<file path="config.mk">
export PLATFORM = sky130hd
export DESIGN_NAME = uart_msg_arb
export DESIGN_NICKNAME = d
export VERILOG_FILES = /design/src/rtl/uart_arb_pkg.sv /design/src/rtl/rr_arb.sv /design/src/rtl/uart_msg_arb.sv
export SDC_FILE = /design/constraint.sdc
export NUM_CORES = 1
export LEC_CHECK = 0
export CAP_MARGIN = 25
export CORE_AREA = 5 5 139 141
export CTS_CLUSTER_SIZE = 40
export DETAILED_ROUTE_END_ITERATION = 8
export DIE_AREA = 0 0 144 146
export MAX_ROUTING_LAYER = met4
export PLACE_DENSITY = 0.91
export SLEW_MARGIN = 5
export SYNTH_ARGS = -nofsm -noshare
export SYNTH_HDL_FRONTEND = slang
export SYNTH_SLANG_ARGS = --single-unit
export TNS_END_PERCENT = 20
</file>
<file path="constraint.sdc">
create_clock -name i_clk -period 5.7 [get_ports i_clk]
set_input_delay 1.14 -clock i_clk [delete_from_list [all_inputs] [get_ports i_clk]]
set_output_delay 1.14 -clock i_clk [all_outputs]
set_load 0.05 [all_outputs]
</file>
<file path="src/rtl/uart_arb_pkg.sv">
// Shared types and sizes for the UART message arbiter: state encoding,
// payload/length widths and the per-message byte limit.
package uart_arb_pkg;

    localparam int UART_MAXB = 10;
    localparam int UART_PLW  = 80;
    localparam int UART_LENW = 4;
    localparam int UART_IDW  = 3;

    typedef enum logic [2:0] {
        S_IDLE,
        S_LOAD,
        S_WAITRDY,
        S_ISSUE,
        S_GUARD
    } arb_state_t;

endpackage

</file>
<file path="src/rtl/rr_arb.sv">
// Combinational round-robin arbiter: picks the first set request after the
// pointer position, wrapping around, and returns it one-hot and as an index.
module rr_arb #(
    parameter int N  = 4,
    parameter int IW = 3
) (
    input  logic [N-1:0]  i_req,
    input  logic [IW-1:0] i_ptr,
    output logic [N-1:0]  o_gnt,
    output logic [IW-1:0] o_idx,
    output logic          o_vld
);

    logic [IW-1:0] w_lo_idx;
    logic [IW-1:0] w_hi_idx;
    logic          w_lo_vld;
    logic          w_hi_vld;

    // Descending scan so the lowest matching index is the one that sticks.
    always_comb begin
        w_lo_idx = '0;
        w_hi_idx = '0;
        w_lo_vld = 1'b0;
        w_hi_vld = 1'b0;
        for (int i = N - 1; i >= 0; i--) begin
            if (i_req[i]) begin
                if (IW'(i) > i_ptr) begin
                    w_hi_idx = IW'(i);
                    w_hi_vld = 1'b1;
                end else begin
                    w_lo_idx = IW'(i);
                    w_lo_vld = 1'b1;
                end
            end
        end
    end

    always_comb begin
        o_vld = w_hi_vld | w_lo_vld;
        o_idx = w_hi_vld ? w_hi_idx : w_lo_idx;
        o_gnt = '0;
        for (int i = 0; i < N; i++) begin
            o_gnt[i] = o_vld && (IW'(i) == o_idx);
        end
    end

endmodule

</file>
<file path="src/rtl/uart_msg_arb.sv">
// Round-robin sharing of one UART byte transmitter among NREQ message sources.
// Define UART_ARB_CHKSUM_EN to append an XOR checksum byte to every message.
//
// state   | meaning
// IDLE    | no message; arbitrate among pending requests
// LOAD    | latch winner's payload/length, ack it, advance RR pointer
// WAITRDY | wait for transmitter ready
// ISSUE   | one-cycle byte write strobe
// GUARD   | fixed settle time after each write, then next byte or done
module uart_msg_arb
    import uart_arb_pkg::*;
#(
    parameter int NREQ  = 4,
    parameter int GUARD = 5,
    parameter int MAXB  = UART_MAXB
) (
    input  logic                        i_clk,
    input  logic                        i_rst,
    input  logic [NREQ-1:0]             i_req,
    input  logic [NREQ*UART_PLW-1:0]    i_req_data,
    input  logic [NREQ*UART_LENW-1:0]   i_req_len,
    output logic [NREQ-1:0]             o_req_ack,
    output logic [NREQ-1:0]             o_msg_done,
    output logic [UART_IDW-1:0]         o_grant_id,
    output logic                        o_busy,
    output logic [7:0]                  o_uart_data,
    output logic                        o_uart_wr,
    input  logic                        i_tx_rdy
);

    localparam int GCW = (GUARD > 1) ? $clog2(GUARD) : 1;

    arb_state_t           r_state;
    arb_state_t           w_state_nxt;
    logic [UART_IDW-1:0]  r_grant;
    logic [NREQ-1:0]      r_grant_oh;
    logic [UART_IDW-1:0]  r_ptr;
    logic [UART_PLW-1:0]  r_payload;
    logic [UART_LENW-1:0] r_len;
    logic [UART_LENW-1:0] r_k;
    logic [GCW-1:0]       r_gcnt;
    logic [7:0]           r_uart_data;

    logic [NREQ-1:0]      w_arb_gnt;
    logic [UART_IDW-1:0]  w_arb_idx;
    logic                 w_arb_vld;
    logic [UART_PLW-1:0]  w_payload_in;
    logic [UART_LENW-1:0] w_len_raw;
    logic [UART_LENW-1:0] w_len_in;
    logic [UART_LENW-1:0] w_sel;
    logic [UART_LENW-1:0] w_last_k;
    logic [7:0]           w_byte;
    logic                 w_last;

`ifdef UART_ARB_CHKSUM_EN
    logic [7:0]           r_xor;
`endif

    rr_arb #(
        .N  (NREQ),
        .IW (UART_IDW)
    ) u_rr_arb (
        .i_req (i_req),
        .i_ptr (r_ptr),
        .o_gnt (w_arb_gnt),
        .o_idx (w_arb_idx),
        .o_vld (w_arb_vld)
    );

    always_comb begin
        w_payload_in = '0;
        w_len_raw    = '0;
        for (int i = 0; i < NREQ; i++) begin
            if (r_grant_oh[i]) begin
                w_payload_in = i_req_data[i*UART_PLW +: UART_PLW];
                w_len_raw    = i_req_len[i*UART_LENW +: UART_LENW];
            end
        end
        w_len_in = (w_len_raw > UART_LENW'(MAXB)) ? UART_LENW'(MAXB) : w_len_raw;
    end

    // Bytes are right-aligned, so byte k of a len-byte message sits at len-1-k.
    always_comb begin
        w_sel  = r_len - r_k - 4'd1;
        w_byte = '0;
        for (int j = 0; j < UART_PLW / 8; j++) begin
            if (w_sel == UART_LENW'(j)) begin
                w_byte = r_payload[j*8 +: 8];
            end
        end
`ifdef UART_ARB_CHKSUM_EN
        if (r_k == r_len) begin
            w_byte = r_xor;
        end
        w_last_k = r_len;
`else
        w_last_k = r_len - 4'd1;
`endif
        w_last = (r_k == w_last_k);
    end

    always_comb begin
        w_state_nxt = r_state;
        o_req_ack   = '0;
        o_msg_done  = '0;
        o_uart_wr   = 1'b0;
        case (r_state)
            S_IDLE: begin
                if (w_arb_vld) begin
                    w_state_nxt = S_LOAD;
                end
            end
            S_LOAD: begin
                o_req_ack = r_grant_oh;
`ifdef UART_ARB_CHKSUM_EN
                w_state_nxt = S_WAITRDY;
`else
                if (w_len_in == '0) begin
                    o_msg_done  = r_grant_oh;
                    w_state_nxt = S_IDLE;
                end else begin
                    w_state_nxt = S_WAITRDY;
                end
`endif
            end
            S_WAITRDY: begin
                if (i_tx_rdy) begin
                    w_state_nxt = S_ISSUE;
                end
            end
            S_ISSUE: begin
                o_uart_wr   = 1'b1;
                w_state_nxt = S_GUARD;
            end
            S_GUARD: begin
                if (r_gcnt == '0) begin
                    if (w_last) begin
                        o_msg_done  = r_grant_oh;
                        w_state_nxt = S_IDLE;
                    end else begin
                        w_state_nxt = S_WAITRDY;
                    end
                end
            end
            default: w_state_nxt = S_IDLE;
        endcase
    end

    always_ff @(posedge i_clk) begin
        if (i_rst) begin
            r_state     <= S_IDLE;
            r_grant     <= '0;
            r_grant_oh  <= '0;
            r_ptr       <= UART_IDW'(NREQ - 1);
            r_payload   <= '0;
            r_len       <= '0;
            r_k         <= '0;
            r_gcnt      <= '0;
            r_uart_data <= '0;
`ifdef UART_ARB_CHKSUM_EN
            r_xor       <= '0;
`endif
        end else begin
            r_state <= w_state_nxt;
            case (r_state)
                S_IDLE: begin
                    if (w_arb_vld) begin
                        r_grant    <= w_arb_idx;
                        r_grant_oh <= w_arb_gnt;
                    end
                end
                S_LOAD: begin
                    r_payload <= w_payload_in;
                    r_len     <= w_len_in;
                    r_k       <= '0;
                    r_ptr     <= r_grant;
`ifdef UART_ARB_CHKSUM_EN
                    r_xor     <= '0;
`endif
                end
                S_WAITRDY: begin
                    if (i_tx_rdy) begin
                        r_uart_data <= w_byte;
                    end
                end
                S_ISSUE: begin
                    r_gcnt <= GCW'(GUARD - 1);
`ifdef UART_ARB_CHKSUM_EN
                    r_xor  <= r_xor ^ r_uart_data;
`endif
                end
                S_GUARD: begin
                    if (r_gcnt != '0) begin
                        r_gcnt <= r_gcnt - 1'b1;
                    end else if (!w_last) begin
                        r_k <= r_k + 1'b1;
                    end
                end
                default: ;
            endcase
        end
    end

    assign o_busy      = (r_state != S_IDLE);
    assign o_grant_id  = r_grant;
    assign o_uart_data = r_uart_data;

endmodule

</file>
==> out/qor.txt <==
Chip Width -> 144 um
Sink Count -> 110
CP arrival -> 3.51 ns
MaxCap Viol Count -> 0
Post-CTS setup buffer count -> 0
Setup TNS -> 0 ns
Mapped Cells -> 975
Final antenna-violating net count -> 0
GRT met3 Usage -> 3.25%
Async set-or-reset flop fraction in the synthesized netlist -> 0%
RSZ-0062 raised after global routing -> false
CP Launch Point -> i_req_len[4]
Drt initial violations -> 706
Mapped Area -> 7460 sq um
Drt wl/cell -> 18.6 um
Via count -> 8529
Final worst path period need -> 4.65 ns
Area leader, netlist -> dfxtp_1
Clock Latency Late Sink -> 0.35 ns
DR pass1 iterations -> 5
DRT Wirelength -> 27600 um
Ant. Diodes -> 0
# nets final -> 1603
Area Overhead vs Synth -> 51.4%
Number of global-route vias before repair -> 8395
Gr usage total -> 25.6%
Crit Path Max Fanout -> 4
YS warnings -> 0
Cells after DPL -> 1469
# fillers -> 1496
Peak VDD IR -> 0.237 mV
Fmax achieved -> 215 MHz
Tot Pwr -> 4360 uW
Largest net degree at the start of global routing -> 105
Avg Inst Size Synth -> 7.65 sq um
Slew Limit Fails -> 0
Avg Vias per Cell -> 5.74
Buffers on Ports -> 362
Die Y -> 146 um
Number of CTS-inserted buffers -> 9
Finished Layout Cells -> 1486
HP Class -> reg -> reg
Leakage -> 0.00391 uW
Final number of setup-violating endpoints -> 0
Cell row count -> 49
Post-layout util -> 63.4%
Critical Path End Type -> primary output
H-tree lvl count -> 3
Synth cell types -> 68
Placer Congestion -> 0.875
Busiest grt layer -> met2
CTS hold repair buffers -> 0
Top-area cell type share of the netlist area -> 29.5%
CTS clock-pin slew for the worst setup and hold paths -> 0.07 ns
Startpoint types -> primary input
Net Count, Synth -> 1326
Core area -> 17800 sq um
Post-synth EDFFs -> 0
Total overflow reported by the global router -> 0
Met1 usage -> 30.8%
Setup CP Type -> in -> out
Area of the die -> 21000 sq um
Initial antenna violation count -> 0
Run status -> complete, no violations
Buffer depth of the longest clock path -> 2
Met2 Usage GRT -> 45.6%
Final period util -> 81.6%
FF-to-FF path depth -> 9
Hpwl dp -> 20700 um
Worst reg2reg setup slack -> 2.32 ns
Cts repair resizes -> 0
Top Ports -> 364
WP data required -> 4.56 ns
CP Capture Point -> o_msg_done[1]
Main synth FF type -> dfxtp_1
Worst slew pin tran -> 1.03 ns
Worst R2R End -> o_uart_data[0]$_SDFFE_PP0P_
Final Hold Vio Count -> 0
Seq cells post-synth -> 110
Starting Density -> 41.8%
Top post-synthesis cells by area -> dfxtp_1, nor3_1, a221oi_1
Clk root buf -> clkbuf_16
Share of post-route cells with drive strength above 1 -> 3.50%
DRC Markers -> 0
Global-route wire length before repair -> 42700 um
Most frequent cells in the layout -> clkdlybuf4s50_1, nor3_1, dfxtp_1, nor2_1, a221oi_1
Cell Pwr Density -> 385 nW/um^2
CTS tree -> yes
Register area share after synthesis -> 29.5%
Relative slew slack -> 31.2%
Clk_skew -> 0.00892 ns
Reg2Reg Launch Point -> r_k[0]$_SDFFE_PP0P_
Commonest non-fill, non-tap cell in the layout -> clkdlybuf4s50_1
cell type report:
cell class / instances / area [sq um] / area share (%)
multi-input combinational: 741 / 4710 / 41.7
timing repair buffer: 370 / 3700 / 32.7
sequential: 110 / 2210 / 19.6
tap: 229 / 287 / 2.53
clock buffer: 10 / 250 / 2.21
inverter: 20 / 75.1 / 0.664
clock inverter: 6 / 67.6 / 0.598
state kept, by name (all words and copies together) (netlist names):
| signal | cells |
|---|---|
| r_gcnt | 3 |
| r_k | 4 |
| o_grant_id | 2 |
| r_state | 3 |
| r_len | 4 |
| r_grant_oh | 4 |
| o_uart_data | 8 |
| r_payload | 80 |
| r_ptr | 2 |
cells by family after synthesis:
family,after synthesis,synth area share (%)
adder cells (fa/ha/maj),8,1.44
XOR/XNOR,8,1.59
other,1,0.0502
buffers and inverters,124,7.59
flip-flops,110,29.5
AO/OA/AOI/OAI,273,28.3
AND/OR/NAND/NOR,439,29.9
multiplexers,12,1.64
worst max-delay path, stage by stage:
cell and delay, ns:
clkdlybuf4s50_1 0.40, a221o_1 0.36, a22oi_1 0.21, nand3_1 0.17, o22a_1 0.28, nor2b_1 0.13, clkdlybuf4s50_1 0.81
metrics by stage:
stage / hold WS, ns / setup slack, ns / area, sq um
floorplan: 0.432 / 1.84 / 7460
global route: 0.504 / 0.858 / 11300
CTS: 0.476 / 1.05 / 11300
detailed placement: 0.460 / 1.06 / 11000
global placement: 0.441 / 1.13 / 11000
finish: 0.475 / 1.05 / 11300
Yosys cell counts (all sizes together) (3+ instances only):
master	n
a211oi	88
a21o	5
a21oi	22
a221oi	93
a22oi	3
a32oi	3
and2	8
and3	3
buf	28
clkbuf	75
dfxtp	110
ha	7
inv	20
mux2i	10
nand2	35
nand2b	6
nand3	4
nand3b	3
nor2	107
nor2b	87
nor3	170
nor4	4
o21ai	24
o221ai	5
o311ai	13
or3	3
xnor2	4
xor2	3
power by group:
part	internal (uW)	switching, uW	total (uW)
clock	369	285	654
sequential	1030	300	1330
combinational	1030	1340	2370
total	2430	1930	4360
how the worst min path moves through the flow:
stage                                      startpoint                           to  slack, ns  depth (start not counted)
after global routing      o_uart_data[6]$_SDFFE_PP0P_  o_uart_data[6]$_SDFFE_PP0P_       0.50                          2
after floorplan                r_gcnt[1]$_SDFFE_PP0P_       r_gcnt[1]$_SDFFE_PP0P_       0.43                          2
after global placement         r_gcnt[1]$_SDFFE_PP0P_       r_gcnt[1]$_SDFFE_PP0P_       0.44                          2
after CTS                 o_uart_data[6]$_SDFFE_PP0P_  o_uart_data[6]$_SDFFE_PP0P_       0.48                          2
after detailed placement  o_uart_data[6]$_SDFFE_PP0P_  o_uart_data[6]$_SDFFE_PP0P_       0.46                          2
final                     o_uart_data[6]$_SDFFE_PP0P_  o_uart_data[6]$_SDFFE_PP0P_       0.47                          2
metal layers:
metal / routed length, um / vias up
met5: 0 / -
met4: 473 / 0
met3: 1620 / 40
met2: 14600 / 320
met1: 11000 / 3930
li1: - / 4239
Power figures use the tool's default switching activity.
